`src/rtl/gemm_tile_scheduler_pkg.sv`:
```
// Shared types, default widths and helpers for the GEMM tile scheduler.
package gemm_tile_scheduler_pkg;

  localparam int unsigned AddrWidthDef     = 12;
  localparam int unsigned SizeAddrWidthDef = 32;
  localparam int unsigned RowParDef        = 4;
  localparam int unsigned ColParDef        = 16;
  localparam int unsigned DrainCycles      = 2;
  localparam int unsigned DrainCntWidth    = $clog2(DrainCycles);

  typedef enum logic [1:0] {
    IDLE,
    RUN,
    DRAIN,
    DONE
  } state_e;

  // Overflow-safe ceiling division (no num+den-1 term).
  function automatic logic [SizeAddrWidthDef-1:0] ceil_div(
    input logic [SizeAddrWidthDef-1:0] num,
    input logic [SizeAddrWidthDef-1:0] den
  );
    return num / den + SizeAddrWidthDef'(num % den != '0);
  endfunction

endpackage

```
`src/rtl/gemm_tile_scheduler_if.sv`:
```
// Control/SRAM/MAC bundle between the top-level controller and the tile scheduler.
interface gemm_tile_scheduler_if
  import gemm_tile_scheduler_pkg::*;
#(
  parameter int unsigned AddrWidth     = AddrWidthDef,
  parameter int unsigned SizeAddrWidth = SizeAddrWidthDef,
  parameter int unsigned RowPar        = RowParDef,
  parameter int unsigned ColPar        = ColParDef
);

  logic                     start_i;
  logic [SizeAddrWidth-1:0] M_size_i;
  logic [SizeAddrWidth-1:0] K_size_i;
  logic [SizeAddrWidth-1:0] N_size_i;
  logic [AddrWidth-1:0]     sram_a_addr_o;
  logic [AddrWidth-1:0]     sram_b_addr_o;
  logic [AddrWidth-1:0]     sram_c_addr_o;
  logic                     sram_c_we_o;
  logic                     mac_valid_o;
  logic                     mac_clr_o;
  logic [RowPar-1:0]        mac_row_en_o;
  logic [ColPar-1:0]        mac_col_en_o;
  logic                     busy_o;
  logic                     done_o;

  modport master (
    output start_i, M_size_i, K_size_i, N_size_i,
    input  sram_a_addr_o, sram_b_addr_o, sram_c_addr_o, sram_c_we_o,
    input  mac_valid_o, mac_clr_o, mac_row_en_o, mac_col_en_o, busy_o, done_o
  );

  modport slave (
    input  start_i, M_size_i, K_size_i, N_size_i,
    output sram_a_addr_o, sram_b_addr_o, sram_c_addr_o, sram_c_we_o,
    output mac_valid_o, mac_clr_o, mac_row_en_o, mac_col_en_o, busy_o, done_o
  );

endinterface

```
`src/rtl/gemm_tile_scheduler_loop_counter.sv`:
```
// Loop index counter: clears on load, steps on enable, wraps to 0 after limit-1.
module gemm_tile_scheduler_loop_counter #(
  parameter int unsigned Width = 32
) (
  input  logic             clk_i,
  input  logic             rst_ni,
  input  logic             load_i,
  input  logic             en_i,
  input  logic [Width-1:0] limit_i,
  output logic [Width-1:0] count_o,
  output logic             last_c
);

  assign last_c = (count_o == limit_i - Width'(1));

  always_ff @(posedge clk_i) begin
    if (!rst_ni) begin
      count_o <= '0;
    end else if (load_i) begin
      count_o <= '0;
    end else if (en_i) begin
      count_o <= last_c ? '0 : count_o + Width'(1);
    end
  end

endmodule

```
`src/rtl/gemm_tile_scheduler.sv`:
```
// Tile loop-nest sequencer for the output-stationary GEMM MAC array:
// mt outer, nt middle, k inner; one A/B read pair per cycle, C write per tile.
module gemm_tile_scheduler
  import gemm_tile_scheduler_pkg::*;
#(
  parameter int unsigned AddrWidth     = AddrWidthDef,
  parameter int unsigned SizeAddrWidth = SizeAddrWidthDef,
  parameter int unsigned RowPar        = RowParDef,
  parameter int unsigned ColPar        = ColParDef
) (
  input logic                  clk_i,
  input logic                  rst_ni,
  gemm_tile_scheduler_if.slave bus
);

  localparam int unsigned SW = SizeAddrWidth;

  state_e                   state_q, state_d;
  logic [SW-1:0]            m_q, n_q, k_lim_q, nt_lim_q, mt_lim_q;
  logic [SW-1:0]            k_cnt, nt_cnt, mt_cnt;
  logic                     k_last, nt_last, mt_last;
  logic [SW-1:0]            row_rem_c, col_rem_c;
  logic [RowPar-1:0]        row_en_c;
  logic [ColPar-1:0]        col_en_c;
  logic [AddrWidth-1:0]     a_base_q, b_base_q, c_idx_q, c_addr_p_q, k_step_c;
  logic [DrainCntWidth-1:0] drain_q;
  logic                     we_p_q;
  logic                     accept_c, sizes_ok_c, load_c, run_c, nt_en_c, mt_en_c, all_last_c;

  gemm_tile_scheduler_loop_counter #(.Width(SW)) u_k_cnt (
    .clk_i, .rst_ni, .load_i(load_c), .en_i(run_c),
    .limit_i(k_lim_q), .count_o(k_cnt), .last_c(k_last)
  );

  gemm_tile_scheduler_loop_counter #(.Width(SW)) u_nt_cnt (
    .clk_i, .rst_ni, .load_i(load_c), .en_i(nt_en_c),
    .limit_i(nt_lim_q), .count_o(nt_cnt), .last_c(nt_last)
  );

  gemm_tile_scheduler_loop_counter #(.Width(SW)) u_mt_cnt (
    .clk_i, .rst_ni, .load_i(load_c), .en_i(mt_en_c),
    .limit_i(mt_lim_q), .count_o(mt_cnt), .last_c(mt_last)
  );

  // Next state, loop chaining and ragged-edge masks for the pair issued this cycle.
  always_comb begin
    state_d    = state_q;
    accept_c   = (state_q == IDLE) && bus.start_i;
    sizes_ok_c = (bus.M_size_i != '0) && (bus.K_size_i != '0) && (bus.N_size_i != '0);
    load_c     = accept_c && sizes_ok_c;
    run_c      = (state_q == RUN);
    nt_en_c    = run_c && k_last;
    mt_en_c    = nt_en_c && nt_last;
    all_last_c = k_last && nt_last && mt_last;
    k_step_c   = AddrWidth'(k_lim_q);
    row_rem_c  = m_q - SW'(mt_cnt * RowPar);
    col_rem_c  = n_q - SW'(nt_cnt * ColPar);
    row_en_c   = '0;
    col_en_c   = '0;
    for (int unsigned r = 0; r < RowPar; r++) row_en_c[r] = SW'(r) < row_rem_c;
    for (int unsigned c = 0; c < ColPar; c++) col_en_c[c] = SW'(c) < col_rem_c;

    unique case (state_q)
      IDLE:    if (accept_c) state_d = sizes_ok_c ? RUN : DONE;
      RUN:     if (all_last_c) state_d = DRAIN;
      DRAIN:   if (drain_q == DrainCntWidth'(DrainCycles - 1)) state_d = DONE;
      DONE:    state_d = IDLE;
      default: state_d = IDLE;
    endcase
  end

  always_ff @(posedge clk_i) begin
    if (!rst_ni) begin
      state_q            <= IDLE;
      drain_q            <= '0;
      m_q                <= '0;
      n_q                <= '0;
      k_lim_q            <= '0;
      nt_lim_q           <= '0;
      mt_lim_q           <= '0;
      a_base_q           <= '0;
      b_base_q           <= '0;
      c_idx_q            <= '0;
      c_addr_p_q         <= '0;
      we_p_q             <= 1'b0;
      bus.sram_a_addr_o  <= '0;
      bus.sram_b_addr_o  <= '0;
      bus.sram_c_addr_o  <= '0;
      bus.sram_c_we_o    <= 1'b0;
      bus.mac_valid_o    <= 1'b0;
      bus.mac_clr_o      <= 1'b0;
      bus.mac_row_en_o   <= '0;
      bus.mac_col_en_o   <= '0;
      bus.busy_o         <= 1'b0;
      bus.done_o         <= 1'b0;
    end else begin
      state_q    <= state_d;
      bus.busy_o <= (state_d == RUN) || (state_d == DRAIN);
      bus.done_o <= (state_d == DONE);
      drain_q    <= (state_q == DRAIN && state_d == DRAIN) ? drain_q + DrainCntWidth'(1) : '0;

      // Address walk: A base steps by K per mt, B base by K per nt, k adds 1.
      if (load_c) begin
        m_q               <= bus.M_size_i;
        n_q               <= bus.N_size_i;
        k_lim_q           <= bus.K_size_i;
        mt_lim_q          <= SW'(ceil_div(SizeAddrWidthDef'(bus.M_size_i), SizeAddrWidthDef'(RowPar)));
        nt_lim_q          <= SW'(ceil_div(SizeAddrWidthDef'(bus.N_size_i), SizeAddrWidthDef'(ColPar)));
        a_base_q          <= '0;
        b_base_q          <= '0;
        c_idx_q           <= '0;
        bus.sram_a_addr_o <= '0;
        bus.sram_b_addr_o <= '0;
      end else if (run_c && !all_last_c) begin
        if (!k_last) begin
          bus.sram_a_addr_o <= bus.sram_a_addr_o + AddrWidth'(1);
          bus.sram_b_addr_o <= bus.sram_b_addr_o + AddrWidth'(1);
        end else if (!nt_last) begin
          b_base_q          <= b_base_q + k_step_c;
          bus.sram_b_addr_o <= b_base_q + k_step_c;
          bus.sram_a_addr_o <= a_base_q;
        end else begin
          a_base_q          <= a_base_q + k_step_c;
          bus.sram_a_addr_o <= a_base_q + k_step_c;
          b_base_q          <= '0;
          bus.sram_b_addr_o <= '0;
        end
        if (k_last) c_idx_q <= c_idx_q + AddrWidth'(1);
      end

      // Stage 1: flags aligned with SRAM read data.
      bus.mac_valid_o  <= run_c;
      bus.mac_clr_o    <= run_c && (k_cnt == '0);
      bus.mac_row_en_o <= run_c ? row_en_c : '0;
      bus.mac_col_en_o <= run_c ? col_en_c : '0;
      we_p_q           <= run_c && k_last;
      if (run_c && k_last) c_addr_p_q <= c_idx_q;

      // Stage 2: accumulators registered, write the finished tile.
      bus.sram_c_we_o <= we_p_q;
      if (we_p_q) bus.sram_c_addr_o <= c_addr_p_q;
    end
  end

endmodule

```
`src/flat_wrapper.sv`:
```
// flat-port wrapper written by rule: the top's interface ports become plain ports
module gemm_tile_scheduler_flat import gemm_tile_scheduler_pkg::*;
#(
  parameter int unsigned AddrWidth     = AddrWidthDef,
  parameter int unsigned SizeAddrWidth = SizeAddrWidthDef,
  parameter int unsigned RowPar        = RowParDef,
  parameter int unsigned ColPar        = ColParDef
)
  (clk_i, rst_ni, bus_start_i, bus_M_size_i, bus_K_size_i, bus_N_size_i, bus_sram_a_addr_o, bus_sram_b_addr_o, bus_sram_c_addr_o, bus_sram_c_we_o, bus_mac_valid_o, bus_mac_clr_o, bus_mac_row_en_o, bus_mac_col_en_o, bus_busy_o, bus_done_o);
  gemm_tile_scheduler_if #(.AddrWidth(AddrWidth), .SizeAddrWidth(SizeAddrWidth), .RowPar(RowPar), .ColPar(ColPar)) bus_i ();
  input logic clk_i;
  input logic rst_ni;
  input wire logic [$bits(bus_i.start_i)-1:0] bus_start_i;
  input wire logic [$bits(bus_i.M_size_i)-1:0] bus_M_size_i;
  input wire logic [$bits(bus_i.K_size_i)-1:0] bus_K_size_i;
  input wire logic [$bits(bus_i.N_size_i)-1:0] bus_N_size_i;
  output wire logic [$bits(bus_i.sram_a_addr_o)-1:0] bus_sram_a_addr_o;
  output wire logic [$bits(bus_i.sram_b_addr_o)-1:0] bus_sram_b_addr_o;
  output wire logic [$bits(bus_i.sram_c_addr_o)-1:0] bus_sram_c_addr_o;
  output wire logic [$bits(bus_i.sram_c_we_o)-1:0] bus_sram_c_we_o;
  output wire logic [$bits(bus_i.mac_valid_o)-1:0] bus_mac_valid_o;
  output wire logic [$bits(bus_i.mac_clr_o)-1:0] bus_mac_clr_o;
  output wire logic [$bits(bus_i.mac_row_en_o)-1:0] bus_mac_row_en_o;
  output wire logic [$bits(bus_i.mac_col_en_o)-1:0] bus_mac_col_en_o;
  output wire logic [$bits(bus_i.busy_o)-1:0] bus_busy_o;
  output wire logic [$bits(bus_i.done_o)-1:0] bus_done_o;
  assign bus_i.start_i = bus_start_i;
  assign bus_i.M_size_i = bus_M_size_i;
  assign bus_i.K_size_i = bus_K_size_i;
  assign bus_i.N_size_i = bus_N_size_i;
  assign bus_sram_a_addr_o = bus_i.sram_a_addr_o;
  assign bus_sram_b_addr_o = bus_i.sram_b_addr_o;
  assign bus_sram_c_addr_o = bus_i.sram_c_addr_o;
  assign bus_sram_c_we_o = bus_i.sram_c_we_o;
  assign bus_mac_valid_o = bus_i.mac_valid_o;
  assign bus_mac_clr_o = bus_i.mac_clr_o;
  assign bus_mac_row_en_o = bus_i.mac_row_en_o;
  assign bus_mac_col_en_o = bus_i.mac_col_en_o;
  assign bus_busy_o = bus_i.busy_o;
  assign bus_done_o = bus_i.done_o;
  gemm_tile_scheduler #(.AddrWidth(AddrWidth), .SizeAddrWidth(SizeAddrWidth), .RowPar(RowPar), .ColPar(ColPar)) u_core (.clk_i(clk_i), .rst_ni(rst_ni), .bus(bus_i));
endmodule
```
`config.mk`:
```
export PLATFORM = sky130hd
export DESIGN_NAME = gemm_tile_scheduler_flat
export DESIGN_NICKNAME = d
export VERILOG_FILES = /design/src/rtl/gemm_tile_scheduler_pkg.sv /design/src/rtl/gemm_tile_scheduler_if.sv /design/src/rtl/gemm_tile_scheduler_loop_counter.sv /design/src/rtl/gemm_tile_scheduler.sv /design/src/flat_wrapper.sv
export SDC_FILE = /design/constraint.sdc
export NUM_CORES = 1
export LEC_CHECK = 0
export BUFFER_PORTS_ARGS = -buffer_cell sky130_fd_sc_hd__buf_4
export CAP_MARGIN = 20
export CORE_MARGIN = 2
export CORE_UTILIZATION = 51
export DETAILED_ROUTE_END_ITERATION = 12
export GPL_TIMING_DRIVEN = 1
export PLACE_DENSITY = 0.68
export SLEW_MARGIN = 20
export SYNTH_ARGS = -nofsm -noshare
export SYNTH_HDL_FRONTEND = slang
export SYNTH_SLANG_ARGS = --single-unit
```
`constraint.sdc`:
```
create_clock -name clk_i -period 10.51 [get_ports clk_i]
set_input_delay 0.5255 -clock clk_i [delete_from_list [all_inputs] [get_ports clk_i]]
set_output_delay 0.5255 -clock clk_i [all_outputs]
set_load 0.01 [all_outputs]
```
-- After elaboration in Yosys (flattened, before gate mapping)
Cells that the tools add are included.
- $add $sub $neg: 16
- reductions and logical operators: 24
- $lt $le $gt $ge: 20
- bitwise gates (word level): 1
- equal/unequal tests: 9
- mux-type cells: 12
- operators by type and width (kind ; number):
    4-bit by 32-bit < comparator with 1-bit output, first input constant ; 8
    32-bit nonzero test ; 5
    1-bit by 32-bit < comparator with 1-bit output, first input constant ; 4
    2-bit by 32-bit < comparator with 1-bit output, first input constant ; 4
    3-bit by 32-bit < comparator with 1-bit output, first input constant ; 4
    32-bit by 1-bit adder with 32-bit output, second input constant ; 3
    32-bit equality test ; 3
    32-bit 2-to-1 mux ; 3
    32-bit by 1-bit subtractor with 32-bit output, second input constant ; 3
    32-bit subtractor ; 2
    12-bit 2-to-1 mux ; 4
    12-bit by 1-bit adder with 12-bit output, second input constant ; 3
    32-bit logical NOT ; 1
    30-bit by 1-bit adder with 31-bit output ; 1
    28-bit by 1-bit adder with 29-bit output ; 1
    12-bit adder ; 2
    1-bit logical AND ; 11
    2-bit equality test, second input constant ; 4
    2-bit 2-to-1 mux ; 4
    2-bit one-hot mux with 4 select lines ; 1
    2-bit AND reduction ; 3
    2-bit by 1-bit equality test with 1-bit output, second input constant ; 2
    2-bit logical NOT ; 1
    2-bit OR reduction ; 1
    other kinds (4) ; 4
- output and inout bits: 61
- input port bits: 99
- flip-flop bits (word level): 369
- word-level logic and storage cells: 107

-- Depth between registers and ports, before layout
Gate-level depths: netlist of run 1.
- depth in word-level cells: 9
- mapped depth: 16
- gate-level depth less buffers: 14

-- Modules after synthesis
A second synthesis of run 1 with hierarchy kept.
- cells, all modules: 3143
- area total of the unflattened synthesis: 24850.1 µm²
- by module, submodules not included (module ; seq. area each (µm²) ; cells an instance ; instances ; area an instance (µm²)):
    gemm_tile_scheduler ; 5385.2 ; 2091 ; 1 ; 16428.3
    gemm_tile_scheduler_loop_counter (u_core.u_k_cnt ...) ; 640.6 ; 354 ; 2 ; 2897.8
    gemm_tile_scheduler_loop_counter (u_core.u_mt_cnt) ; 640.6 ; 344 ; 1 ; 2626.3

-- Worst setup path before layout of run 1
No wires, ideal clock.
- path type: register to register
- from: reg u_core.k_lim_q[4]
- to: reg u_core.u_nt_cnt.count_o[7]
- library setup time: 0.128 ns
- data required time: 10.382 ns
- period minus slack after synthesis: 4.228 ns
- stages on the path, launching flop included: 13
- path buffers: 2
- slack: 6.282 ns
- data arrival time: 4.101 ns
- path through: dfxtp_1 clkbuf_1 or4_4 nor4_4 nand2_1 xnor2_1 or4_1 or4b_4 or4_4 buf_6 or4_1 xnor2_1 nor2_1
- cells in the longest elaborated chain, start to end: 3
- ends and longest elaborated chain (what ; RTL line ; RTL):
    start: declaration ; gemm_tile_scheduler.sv:19 ; logic [SW-1:0] m_q, n_q, k_lim_q, nt_lim_q, mt_lim_q;
    start signal: assignment ; gemm_tile_scheduler.sv:106 ; k_lim_q <= bus.K_size_i;
    32-bit by 1-bit subtractor with 32-bit output ; gemm_tile_scheduler_loop_counter.sv:14 ; assign last_c = (count_o == limit_i - Width'(1));
    32-bit equality test ; gemm_tile_scheduler_loop_counter.sv:14 ;
    1-bit logical AND ; gemm_tile_scheduler.sv:52 ; nt_en_c = run_c && k_last;
    end signal: assignment ; gemm_tile_scheduler_loop_counter.sv:22 ; count_o <= last_c ? '0 : count_o + Width'(1);
    end: declaration ; gemm_tile_scheduler_loop_counter.sv:10 ; output logic [Width-1:0] count_o,
Every way passes these cells.
A chain may end at the register's enable or synchronous reset.

-- Final worst setup path of run 1
- from: reg u_core.mt_lim_q[11]
- to: reg u_core.bus.done_o
- cells in the longest elaborated chain, start to end: 6
- ends and longest elaborated chain (what ; RTL line ; RTL):
    start: declaration ; gemm_tile_scheduler.sv:19 ;
    start signal: assignment ; gemm_tile_scheduler.sv:107 ; mt_lim_q <= SW'(ceil_div(SizeAddrWidthDef'(bus.M_size_i), SizeAddrWidthDef'(RowPar)));
    32-bit by 1-bit subtractor with 32-bit output ; gemm_tile_scheduler_loop_counter.sv:14 ;
    32-bit equality test ; gemm_tile_scheduler_loop_counter.sv:14 ;
    1-bit logical AND ; gemm_tile_scheduler.sv:54 ; all_last_c = k_last && nt_last && mt_last;
    2-bit 2-to-1 mux ; gemm_tile_scheduler.sv:65 ; RUN: if (all_last_c) state_d = DRAIN;
    2-bit one-hot mux with 4 select lines ; gemm_tile_scheduler.sv:63 ; unique case (state_q)
    via u_core.state_d[0] ; gemm_tile_scheduler.sv:18 ; state_e state_q, state_d;
    2-bit equality test ; gemm_tile_scheduler.sv:99 ; bus.done_o <= (state_d == DONE);
    end signal: assignment ; gemm_tile_scheduler.sv:99 ;
    end: declaration ; gemm_tile_scheduler_if.sv:35 ; output mac_valid_o, mac_clr_o, mac_row_en_o, mac_col_en_o, busy_o, done_o
The timed path passes the listed nets, and every way through them passes these cells.

==> run summary, run 1 <==
Largest family of logic cells by synthesized area: simple AND/OR/NAND/NOR gates
Design area: 0.0266 mm²
Via density: 6.13
Compound-Gate Fraction of Synth Area: 0.174
Worst EP required: 10.99 ns
DR vias: 23265
Initial core utilization: 0.518
PwrDens: 146 mW/mm²
WP buf/inv: 1
Crit path time final: 5.06 ns
Final RePlAce weighted congestion: 0.920
Slew margin rel.: 0.306
Setup TNS: 0 ns
Layout cells sized above 1: 0.0991
Cell Area, Placed: 0.0251 mm²
Die Ht: 219 µm
Post-CTS Setup Bufs: 0
Max Slew Vio Count: 0
Largest net degree at the start of global routing: 100
Pre-antenna DRT Iters: 5
Grt total ovfl: 0
Drt total wl: 74.0 mm
Startpoint class of the critical path: flip-flop
Worst path slowest cell: nor3b_2
Adder and majority gate portion of the synthesized area: 0.0533
Synth Area in Simple Gates: 0.287
Post-synth EDFFs: 0
Seq cells post-synth: 365
Cell area after synthesis: 0.0235 mm²
Unrepaired setup endpoints after global routing: no
Full die area: 0.0479 mm²
Maximum VDD drop: 0.137 mV
Port bufs: 159
FP Rows: 78
I/O pins: 160
Post-CTS sizing: 0
Worst-Margin Slew: 1.03 ns
Antenna Cells: 0
CTS HTree Levels: 2
Iteration-0 DRC count of the detailed router: 2220
Worst hold path class: in -> reg
CP endpoint kind: flip-flop
Antenna Nets Post-Route: 0
Crit path DAT: 5.53 ns
Area grow syn2layout: 13.0%
Vias in the first global route: 21754
Tot GR Track Use: 0.302
Largest fanout on the critical path: 30
Final setup fails: 0
Fin. Hold Viols: 0
Post-synthesis mux area share: 0.0218
Setup CP Type: reg -> reg
Nets: 3360
Clock-pin slew on the worst setup and hold paths: 0.06 ns
Final Skew: 0.0257 ns
Max stage delay on crit path: 0.85 ns
F_max: 0.198 GHz
Clock Tree Buf Depth: 3
CTS buffer count: 44
CTS tree: yes
CTS root buffer: clkbuf_16
Top delay family on crit path: simple AND/OR/NAND/NOR gates
Top FF cell, synth: dfxtp_1
Global-route wire length before repair: 116 mm
Final Total Pwr: 3.88 mW
Max cap viols: 0
Post-Synth XOR/XNOR Area: 0.108
Worst-Skew Late Latency: 0.60 ns
Horiz. Die Dim: 219 µm
DP HPWL: 54.5 mm
Syn_area_per_cell: 7.60 µm²
Area of the core: 0.0455 mm²
Worst path cell trace: or4_1, or4_1, nor3_1, mux2i_1, mux2i_1, nor4bb_1, nor3b_2, a31o_2, o21a_1, inv_1, ha_1, and2_1
Status: finished clean
Yosys warning total: 0
Synth async-reset ratio: 0
Syn Nets: 3294
Post-route DRC violation count: 0
Leak Pwr: 9.92 nW
Post-synthesis cell count: 3097
# clock sinks: 365
Yosys cell types: 85
Sequential area share after synthesis: 0.310
Routed length per instance: 19.5 µm
Initial antenna violation count: 0
Final worst-path cycle share: 0.481
Hold_buf cts: 0
registers in the layout, indices dropped and copies added, names as in the netlist, 2 cells and up:
signal                    flops
u_core.u_mt_cnt.count_o      32
u_core.bus.sram_c_addr_o     12
u_core.bus.mac_row_en_o       4
u_core.n_q                   32
u_core.bus.sram_b_addr_o     12
u_core.u_k_cnt.count_o       32
u_core.mt_lim_q              31
u_core.bus.sram_a_addr_o     12
u_core.a_base_q              12
u_core.u_nt_cnt.count_o      32
u_core.bus.mac_col_en_o      16
u_core.state_q                2
u_core.m_q                   32
u_core.c_idx_q               12
u_core.nt_lim_q              29
u_core.c_addr_p_q            12
u_core.k_lim_q               32
u_core.b_base_q              12
cell usage after synthesis, types with 6 or more instances:
| cell | number | area [µm²] |
|---|---|---|
| xnor2_1 | 175 | 1530 |
| a211oi_1 | 72 | 541 |
| o31a_1 | 6 | 52.6 |
| o22ai_1 | 11 | 68.8 |
| o21bai_1 | 9 | 67.6 |
| a21boi_0 | 10 | 75.1 |
| nand2_1 | 422 | 1580 |
| nand4_1 | 87 | 544 |
| and3_1 | 46 | 288 |
| nand3_1 | 116 | 581 |
| o311ai_0 | 7 | 61.3 |
| nor4b_1 | 13 | 114 |
| nand2b_1 | 22 | 138 |
| o31ai_1 | 13 | 97.6 |
| nand4b_1 | 8 | 70.1 |
| buf_1 | 8 | 30.0 |
| nor3b_1 | 13 | 97.6 |
| inv_1 | 126 | 473 |
| nor4_1 | 81 | 507 |
| a211o_1 | 6 | 52.6 |
| a2111oi_0 | 9 | 78.8 |
| mux2i_1 | 31 | 310 |
| xor2_1 | 113 | 990 |
| or4_1 | 34 | 255 |
| o32ai_1 | 7 | 61.3 |
| o21ai_0 | 68 | 340 |
| o41ai_1 | 6 | 52.6 |
| and2_1 | 19 | 119 |
| dfxtp_1 | 365 | 7310 |
| nor2_1 | 303 | 1140 |
| ha_1 | 94 | 1180 |
| a31oi_1 | 51 | 319 |
| or3_1 | 37 | 231 |
| and4_1 | 9 | 78.8 |
| nand3b_1 | 6 | 45.0 |
| nor2b_1 | 17 | 106 |
| mux2_2 | 18 | 203 |
| or2_2 | 17 | 106 |
| a21o_1 | 29 | 218 |
| o2111ai_1 | 9 | 78.8 |
| nor3_1 | 99 | 495 |
| a21oi_1 | 247 | 1240 |
| o21a_1 | 12 | 90.1 |
| o211ai_1 | 11 | 82.6 |
| clkbuf_1 | 146 | 548 |
final timing paths:
kind | from | cells past startpoint | slack, ns | endpoint
worst max register to register | u_core.mt_lim_q[11] | 12 | 5.45 | u_core.bus.done_o
worst min-delay path | bus_N_size_i[1] | 3 | 0.18 | u_core.n_q[1]
worst min register to register | u_core.m_q[2] | 2 | 0.46 | u_core.m_q[2]
worst max-delay path | u_core.mt_lim_q[11] | 12 | 5.45 | u_core.bus.done_o
power by group:
group	internal, mW	switching [mW]
clock network	0.972	0.662
registers	1.43	0.0637
logic	0.301	0.446
cells in the final DEF (no fill, tap or decap), types with 10 or more instances in the layout:
| cell type | count |
|---|---|
| xnor2_1 | 175 |
| ha_1 | 94 |
| dfxtp_1 | 365 |
| clkinv_2 | 11 |
| or4_1 | 34 |
| a211oi_1 | 72 |
| or2_2 | 17 |
| a21oi_1 | 247 |
| a21boi_0 | 10 |
| nand4_1 | 87 |
| nor4b_1 | 13 |
| a21o_1 | 29 |
| o211ai_1 | 11 |
| and2_1 | 19 |
| a31oi_1 | 51 |
| nand3_1 | 115 |
| nor2_1 | 303 |
| nand2b_1 | 22 |
| clkbuf_16 | 44 |
| xor2_1 | 113 |
| o21a_1 | 12 |
| or3_1 | 37 |
| buf_4 | 178 |
| o21ai_0 | 68 |
| o22ai_1 | 11 |
| mux2_2 | 18 |
| nand2_1 | 419 |
| nor4_1 | 79 |
| mux2i_1 | 31 |
| and3_1 | 45 |
| inv_1 | 125 |
| nor3_1 | 99 |
| nor2b_1 | 17 |
| o31ai_1 | 13 |
| nor3b_1 | 13 |
per-layer routing:
layer | vias to the layer above | track usage | share of wire
li1 | 11227 | - | -
met1 | 11021 | 0.414 | 0.45
met2 | 881 | 0.480 | 0.45
met3 | 136 | 0.0430 | 0.069
met4 | 0 | 0.113 | 0.033
met5 | - | 0 | 0
area by class of cell:
type	count	area [µm²]
Clock buffer	53	1160
Clock inverter	28	365
Multi-Input combinational cell	2447	15200
Fill cell	4279	18900
Inverter	126	478
Tap cell	600	751
Sequential cell	365	7310
Timing Repair Buffer	179	1350
cell families (layout without fill, tap and decap cells):
family          after synthesis  in the layout
buf+inv                     285            386
mux                          49             49
xor+xnor                    289            289
compound gates              639            639
flops                       365            365
fa+ha+maj                    98             98
simple gates               1372           1372
tightest hold or removal path, stage by stage:
cell,delay (ns)
buf_4,0.11
nand2_1,0.05
a21oi_1,0.05
metrics by stage:
step / hold slack, ns / cells / worst slack (ns) / utilization
finish: 0.180 / 3798 / 5.45 / 0.585
global route: 0.182 / 3798 / 5.18 / 0.585
CTS: 0.153 / 3797 / 5.32 / 0.585
detailed placement: 0.451 / 3716 / 5.34 / 0.551
global placement: 0.442 / 3716 / 5.47 / 0.551
floorplan: 0.432 / 3097 / 6.28 / -
(Power assumes the default switching activity.)
==> inputs of run 2 (changes only) <==
--- a/config.mk
+++ b/config.mk
@@ -11,7 +11,7 @@
 export CORE_UTILIZATION = 51
 export DETAILED_ROUTE_END_ITERATION = 12
 export GPL_TIMING_DRIVEN = 1
-export PLACE_DENSITY = 0.68
+export PLACE_DENSITY = 0.71
 export SLEW_MARGIN = 20
 export SYNTH_ARGS = -nofsm -noshare
 export SYNTH_HDL_FRONTEND = slang
==> constraint.sdc (replaced) <==
create_clock -name clk_i -period 4.1 [get_ports clk_i]
set_input_delay 0.205 -clock clk_i [delete_from_list [all_inputs] [get_ports clk_i]]
set_output_delay 0.205 -clock clk_i [all_outputs]
set_load 0.01 [all_outputs]
==> run 2 against run 1 <==
- non-clock buffer count up 228
- sequential cell count did not move
- critical path depth fell by 1
- power rose to 2.6 times the previous value
- register-to-register slack got worse by 5.4 ns
- final cell count up 5.9%
- wire length rose by 5.0%
- sequential share of layout area down 2.1 points
- critical endpoint is now u_core.b_base_q[5]
- largest cell class unchanged
- largest power group unchanged
==> run summary, run 2 (synthesis results as in run 1) <==
Final setup fails: 0 (unchanged)
Worst hold path class: in -> reg (unchanged)
Final worst slack: 0.0544 ns (was 5.45 ns)
Pre-CTS setup slack: -0.194 ns (was 5.34 ns)
Initial core utilization: 0.518 (unchanged)
Via density: 6.02 (was 6.13)
Final worst-path cycle share: 0.987 (was 0.481)
Full die area: 0.0479 mm² (unchanged)
I/O pins: 160 (unchanged)
Commonest non-fill, non-tap cell in the layout: nand2_1 (unchanged)
Setup CP Type: reg -> reg (unchanged)
Worst hold slack: 0.0973 ns (was 0.180 ns)
Leak Pwr: 11.0 nW (was 9.92 nW)
Most frequent cells in the layout: 419 x nand2_1, 364 x dfxtp_1, 302 x nor2_1 (was 419 x nand2_1, 365 x dfxtp_1, 303 x nor2_1)
Crit path time final: 4.05 ns (was 5.06 ns)
Util after Layout: 0.632 (was 0.585)
CTS buffer count: 43 (was 44)
F_max: 0.247 GHz (was 0.198 GHz)
Worst-Margin Slew: 0.977 ns (was 1.03 ns)
Largest fanout on the critical path: 14 (was 30)
FP Rows: 78 (unchanged)
CTS root buffer: clkbuf_16 (unchanged)
Maximum VDD drop: 0.410 mV (was 0.137 mV)
Routed length per instance: 19.3 µm (was 19.5 µm)
Critical Path End: u_core.b_base_q[5] (was u_core.bus.done_o)
Startpoint class of the critical path: flip-flop (unchanged)
CTS HTree Levels: 2 (unchanged)
Max stage delay on crit path: 0.58 ns (was 0.85 ns)
Final RePlAce weighted congestion: 0.960 (was 0.920)
Clock Tree Buf Depth: 3 (unchanged)
Design area: 0.0288 mm² (was 0.0266 mm²)
Layout cells sized above 1: 0.137 (was 0.0991)
Largest net degree at the start of global routing: 106 (was 100)
Worst path slowest cell: or4_4 (was nor3b_2)
Crit path DAT: 4.55 ns (was 5.53 ns)
Port bufs: 159 (unchanged)
CP endpoint kind: flip-flop (unchanged)
Area grow syn2layout: 22.1% (was 13.0%)
PwrDens: 345 mW/mm² (was 146 mW/mm²)
Horiz. Die Dim: 219 µm (unchanged)
Cell Area, Placed: 0.0261 mm² (was 0.0251 mm²)
Die Ht: 219 µm (unchanged)
Nets: 3587 (was 3360)
Global-route wire length before repair: 122 mm (was 116 mm)
DR vias: 24229 (was 23265)
CTS tree: yes (unchanged)
Unrepaired setup endpoints after global routing: yes (was no)
Reg2reg end: u_core.b_base_q[5] (was u_core.bus.done_o)
Reg2reg start: u_core.k_lim_q[10] (was u_core.mt_lim_q[11])
Tot GR Track Use: 0.316 (was 0.302)
Setup TNS: 0 ns (unchanged)
Drt total wl: 77.7 mm (was 74.0 mm)
# clock sinks: 365 (unchanged)
Grt total ovfl: 0 (unchanged)
Clock-pin slew on the worst setup and hold paths: 0.06 ns (about the same)
R2R setup slack: 0.05 ns (was 5.45 ns)
Max cap viols: 0 (unchanged)
Area of the core: 0.0455 mm² (unchanged)
Final Skew: 0.0279 ns (was 0.0257 ns)
Worst-case reg-to-reg path depth: 11 (was 12)
Vias in the first global route: 23219 (was 21754)
Worst path cell trace: or4_4, or4_4, nor3_2, a21boi_1, or4_1, or4b_4, or4_4, buf_6, buf_4, or3_1, a21oi_1 (was or4_1, or4_1, nor3_1, mux2i_1, mux2i_1, nor4bb_1, nor3b_2, a31o_2, o21a_1, inv_1, ha_1, and2_1)
Worst-Skew Late Latency: 0.60 ns (about the same)
DP HPWL: 56.6 mm (was 54.5 mm)
Cell repeated most along the worst path: or4_4
Max Slew Vio Count: 0 (unchanged)
Antenna Nets Post-Route: 0 (unchanged)
Worst EP required: 4.61 ns (was 10.99 ns)
Post-route DRC violation count: 0 (unchanged)
Iteration-0 DRC count of the detailed router: 2254 (was 2220)
Pre-antenna DRT Iters: 5 (unchanged)
Status: finished clean (unchanged)
Fin. Hold Viols: 0 (unchanged)
Initial antenna violation count: 1 (was 0)
Setup crit start: u_core.k_lim_q[10] (was u_core.mt_lim_q[11])
Slew margin rel.: 0.343 (was 0.306)
run 2: worst min-delay path by stage:
stage / from / endpoint / slack, ns / cells after the start
global route: bus_start_i / u_core.c_idx_q[9] / 0.13 / 5
detailed placement: u_core.n_q[21] / u_core.n_q[21] / 0.45 / 2
floorplan: rst_ni / u_core.bus.done_o / 0.33 / 1
finish: bus_start_i / u_core.c_idx_q[10] / 0.1 / 5
global placement: u_core.c_addr_p_q[7] / u_core.c_addr_p_q[7] / 0.44 / 2
CTS: bus_start_i / u_core.c_idx_q[10] / 0.08 / 5
run 2: area by class of cell:
| cell class | instances | area [µm²] |
|---|---|---|
| Inverter | 126 | 478 |
| Tap cell | 600 | 751 |
| Timing Repair Buffer | 407 | 3410 |
| Fill cell | 4007 | 16700 |
| Clock inverter | 14 | 195 |
| Multi-Input combinational cell | 2447 | 15400 |
| Clock buffer | 62 | 1240 |
| Antenna cell | 1 | 2.50 |
| Sequential cell | 365 | 7310 |
run 2: timing repair:
| item | CTS | global route |
|---|---|---|
| setup endpoints to repair | 29 | 124 |
| setup buffers | 0 | 5 |
| hold buffers | 97 | 0 |
| pin swaps | 0 | 8 |
| hold endpoints to repair | 137 | 0 |
| resized for setup | 8 | 37 |
| cloned | 0 | 1 |
run 2: metrics by stage:
step,total power [mW],std cells
floorplan,5.23,3097
global placement,5.89,3843
detailed placement,5.93,3843
CTS,9.89,4016
global route,10.3,4022
finish,9.93,4022
run 2: metal layers:
metal / vias up / part of all wire / GRT usage
met5: - / 0 / 0
met4: 0 / 0.033 / 0.114
met3: 180 / 0.064 / 0.0559
met2: 859 / 0.46 / 0.517
met1: 11503 / 0.44 / 0.418
li1: 11687 / - / -
run 2: critical path: cells and delay by family, from the launching register on:
kind	cells	cell delay (ns)
AND/OR/NAND/NOR	7	3.06
buffers and inverters	2	0.36
flip-flops	1	0.32
AO/OA/AOI/OAI	2	0.23
run 2: power breakdown:
part | leakage [nW] | switching [mW] | internal, mW
combinational | 7.33 | 1.26 | 0.954
clock | 0.700 | 1.60 | 2.30
sequential | 2.97 | 0.142 | 3.67
total | 11.0 | 3.00 | 6.93
==> inputs of run 3 (changes only) <==
--- a/config.mk
+++ b/config.mk
@@ -12,6 +12,7 @@
 export DETAILED_ROUTE_END_ITERATION = 12
 export GPL_TIMING_DRIVEN = 1
 export PLACE_DENSITY = 0.71
+export REMOVE_ABC_BUFFERS = 1
 export SLEW_MARGIN = 20
 export SYNTH_ARGS = -nofsm -noshare
 export SYNTH_HDL_FRONTEND = slang
==> run 3 against run 2 <==
- combinational power is essentially flat
- global-route usage shrank 0.44 points
- utilization grew 1.5 points
- sequential power is essentially flat
- largest cell class unchanged
==> run summary, run 3 (synthesis results as in run 1) <==
Status: finished clean (unchanged)
Multi-input logic area: 0.0155 mm² (was 0.0154 mm²)
Max Slew Vio Count: 0 (unchanged)
CP endpoint kind: flip-flop (unchanged)
Grt total ovfl: 0 (unchanged)
Setup crit start: u_core.k_lim_q[13] (was u_core.k_lim_q[10])
Logic gate share of total power: 0.226 (was 0.223)
PwrDens: 337 mW/mm² (was 345 mW/mm²)
Global-route wire length before repair: 121 mm (was 122 mm)
Top routing layer in use: met4 (unchanged)
CTS buffer count: 42 (was 43)
Iteration-0 DRC count of the detailed router: 2108 (was 2254)
Worst EP required: 4.56 ns (was 4.61 ns)
Largest fanout on the critical path: 6 (was 14)
Final Skew: 0.0180 ns (was 0.0279 ns)
Unrepaired setup endpoints after global routing: yes (unchanged)
Worst-Skew Late Latency: 0.58 ns (was 0.60 ns)
Crit path time final: 4.09 ns (was 4.05 ns)
Routed met3 length: 4.75 mm (was 5.00 mm)
Die Ht: 219 µm (unchanged)
Leak Pwr: 11.4 nW (was 11.0 nW)
Slew margin rel.: 0.294 (was 0.343)
Routed length per instance: 19.2 µm (was 19.3 µm)
Sequential cell area: 0.00731 mm² (unchanged)
Crit path DAT: 4.54 ns (was 4.55 ns)
WL met1: 33.7 mm (was 34.4 mm)
Final setup fails: 0 (unchanged)
Maximum VDD drop: 0.258 mV (was 0.410 mV)
Largest net degree at the start of global routing: 210 (was 106)
Area grow syn2layout: 25.0% (was 22.1%)
Setup CP Type: reg -> reg (unchanged)
Antenna Nets Post-Route: 0 (unchanged)
Most frequent cells in the layout: 418 x nand2_1, 364 x dfxtp_1, 345 x buf_4 (was 419 x nand2_1, 364 x dfxtp_1, 302 x nor2_1)
Commonest non-fill, non-tap cell in the layout: nand2_1 (unchanged)
F_max: 0.245 GHz (was 0.247 GHz)
Final worst-path cycle share: 0.997 (was 0.987)
Worst hold slack: 0.146 ns (was 0.0973 ns)
Layout cells sized above 1: 0.157 (was 0.137)
Reg power frac: 0.384 (about the same)
Pre-antenna DRT Iters: 5 (unchanged)
Area of the core: 0.0455 mm² (unchanged)
Routed met2 length: 37.5 mm (was 35.7 mm)
Clock Tree Buf Depth: 3 (unchanged)
Switch share: 0.299 (was 0.303)
Worst hold path class: in -> reg (unchanged)
Post-route DRC violation count: 0 (unchanged)
# clock sinks: 365 (unchanged)
Final worst slack: 0.0130 ns (was 0.0544 ns)
Startpoint class of the critical path: flip-flop (unchanged)
CTS tree: yes (unchanged)
Via density: 6.07 (was 6.02)
I/O pins: 160 (unchanged)
Vias in the first global route: 23171 (was 23219)
Horiz. Die Dim: 219 µm (unchanged)
CTS HTree Levels: 2 (unchanged)
Drt total wl: 78.5 mm (was 77.7 mm)
Initial antenna violation count: 0 (was 1)
DR vias: 24775 (was 24229)
DP HPWL: 56.8 mm (was 56.6 mm)
Final RePlAce weighted congestion: 0.972 (was 0.960)
P_sw: 2.97 mW (was 3.00 mW)
Tot GR Track Use: 0.312 (was 0.316)
Initial core utilization: 0.518 (unchanged)
Clock-pin slew on the worst setup and hold paths: 0.06 ns (about the same)
Fillers: 3920 (was 4007)
Clock Power Share: 0.390 (was 0.393)
Internal: 6.96 mW (was 6.93 mW)
Fin. Hold Viols: 0 (unchanged)
Pre-CTS setup slack: -0.208 ns (was -0.194 ns)
CTS root buffer: clkbuf_16 (unchanged)
Nets: 3644 (was 3587)
Max cap viols: 0 (unchanged)
Full die area: 0.0479 mm² (unchanged)
Reg2reg start: u_core.k_lim_q[13] (was u_core.k_lim_q[10])
Final Total Pwr: 9.93 mW (about the same)
FP Rows: 78 (unchanged)
Worst-Margin Slew: 1.06 ns (was 0.977 ns)
Hold wc startpoint: bus_start_i (unchanged)
Antenna Cells: 0 (was 1)
Port bufs: 159 (unchanged)
## run 3: path summary, 6_finish.rpt
check	slack (ns)	to	depth (start not counted)
worst max register to register	0.01	u_core.u_mt_cnt.count_o[8]	11
worst max-delay path	0.01	u_core.u_mt_cnt.count_o[8]	11
worst min register to register	0.45	u_core.c_addr_p_q[5]	2
worst min-delay path	0.15	u_core.state_q[0]	4
## run 3: layer usage
layer | vias to the layer above | GRT usage
li1 | 11814 | -
met3 | 168 | 0.0360
met4 | 0 | 0.113
met5 | - | 0
met2 | 997 | 0.537
met1 | 11796 | 0.402
## run 3: layout make-up
class / count / area share
inverter: 126 / 0.0162
clock inverter: 17 / 0.00714
multi-input combinational: 2449 / 0.528
timing repair buffer: 463 / 0.134
tap: 600 / 0.0255
sequential: 365 / 0.248
clock buffer: 60 / 0.0408
## run 3: per-stage QoR
stage | std cells | util | cell area (µm²) | setup TNS [ns]
6_report | 4080 | 0.647 | 29400 | 0
5_1_grt | 4080 | 0.647 | 29400 | -0.704
4_1_cts | 4064 | 0.636 | 28900 | 0
3_5_place_dp | 3883 | 0.580 | 26400 | -4.15
3_3_place_gp | 3883 | 0.580 | 26400 | -0.402
2_1_floorplan | 2938 | - | 22900 | -465.07
## run 3: timing repair
action / 4_1_cts / 5_1_grt
resized for setup: 18 / 68
hold buffers: 97 / 0
setup endpoints to repair: 88 / 124
buffers inserted: 6 / 10
pin swaps: 7 / 21
cloned: 1 / 6
endpoints found under the hold margin: 127 / 0
## run 3: power by group through the flow
stage               clock network (mW)  logic [mW]  registers, mW
finish                            3.87        2.24           3.81
global route                      4.07        2.43           3.82
CTS                               3.93        2.17           3.80
detailed placement                   0        2.06           3.88
global placement                     0        2.02           3.88
floorplan                            0        1.35           3.87
## run 3: worst max-delay path: stages (launching register included)
cell      delay (ns)
dfxtp_2         0.32
or4_4           0.58
or4_4           0.45
nor3_2          0.11
a21boi_0        0.11
or4_4           0.43
or4b_4          0.56
or4_4           0.63
buf_6           0.18
or3_4           0.38
xnor2_2         0.16
nor2_1          0.06
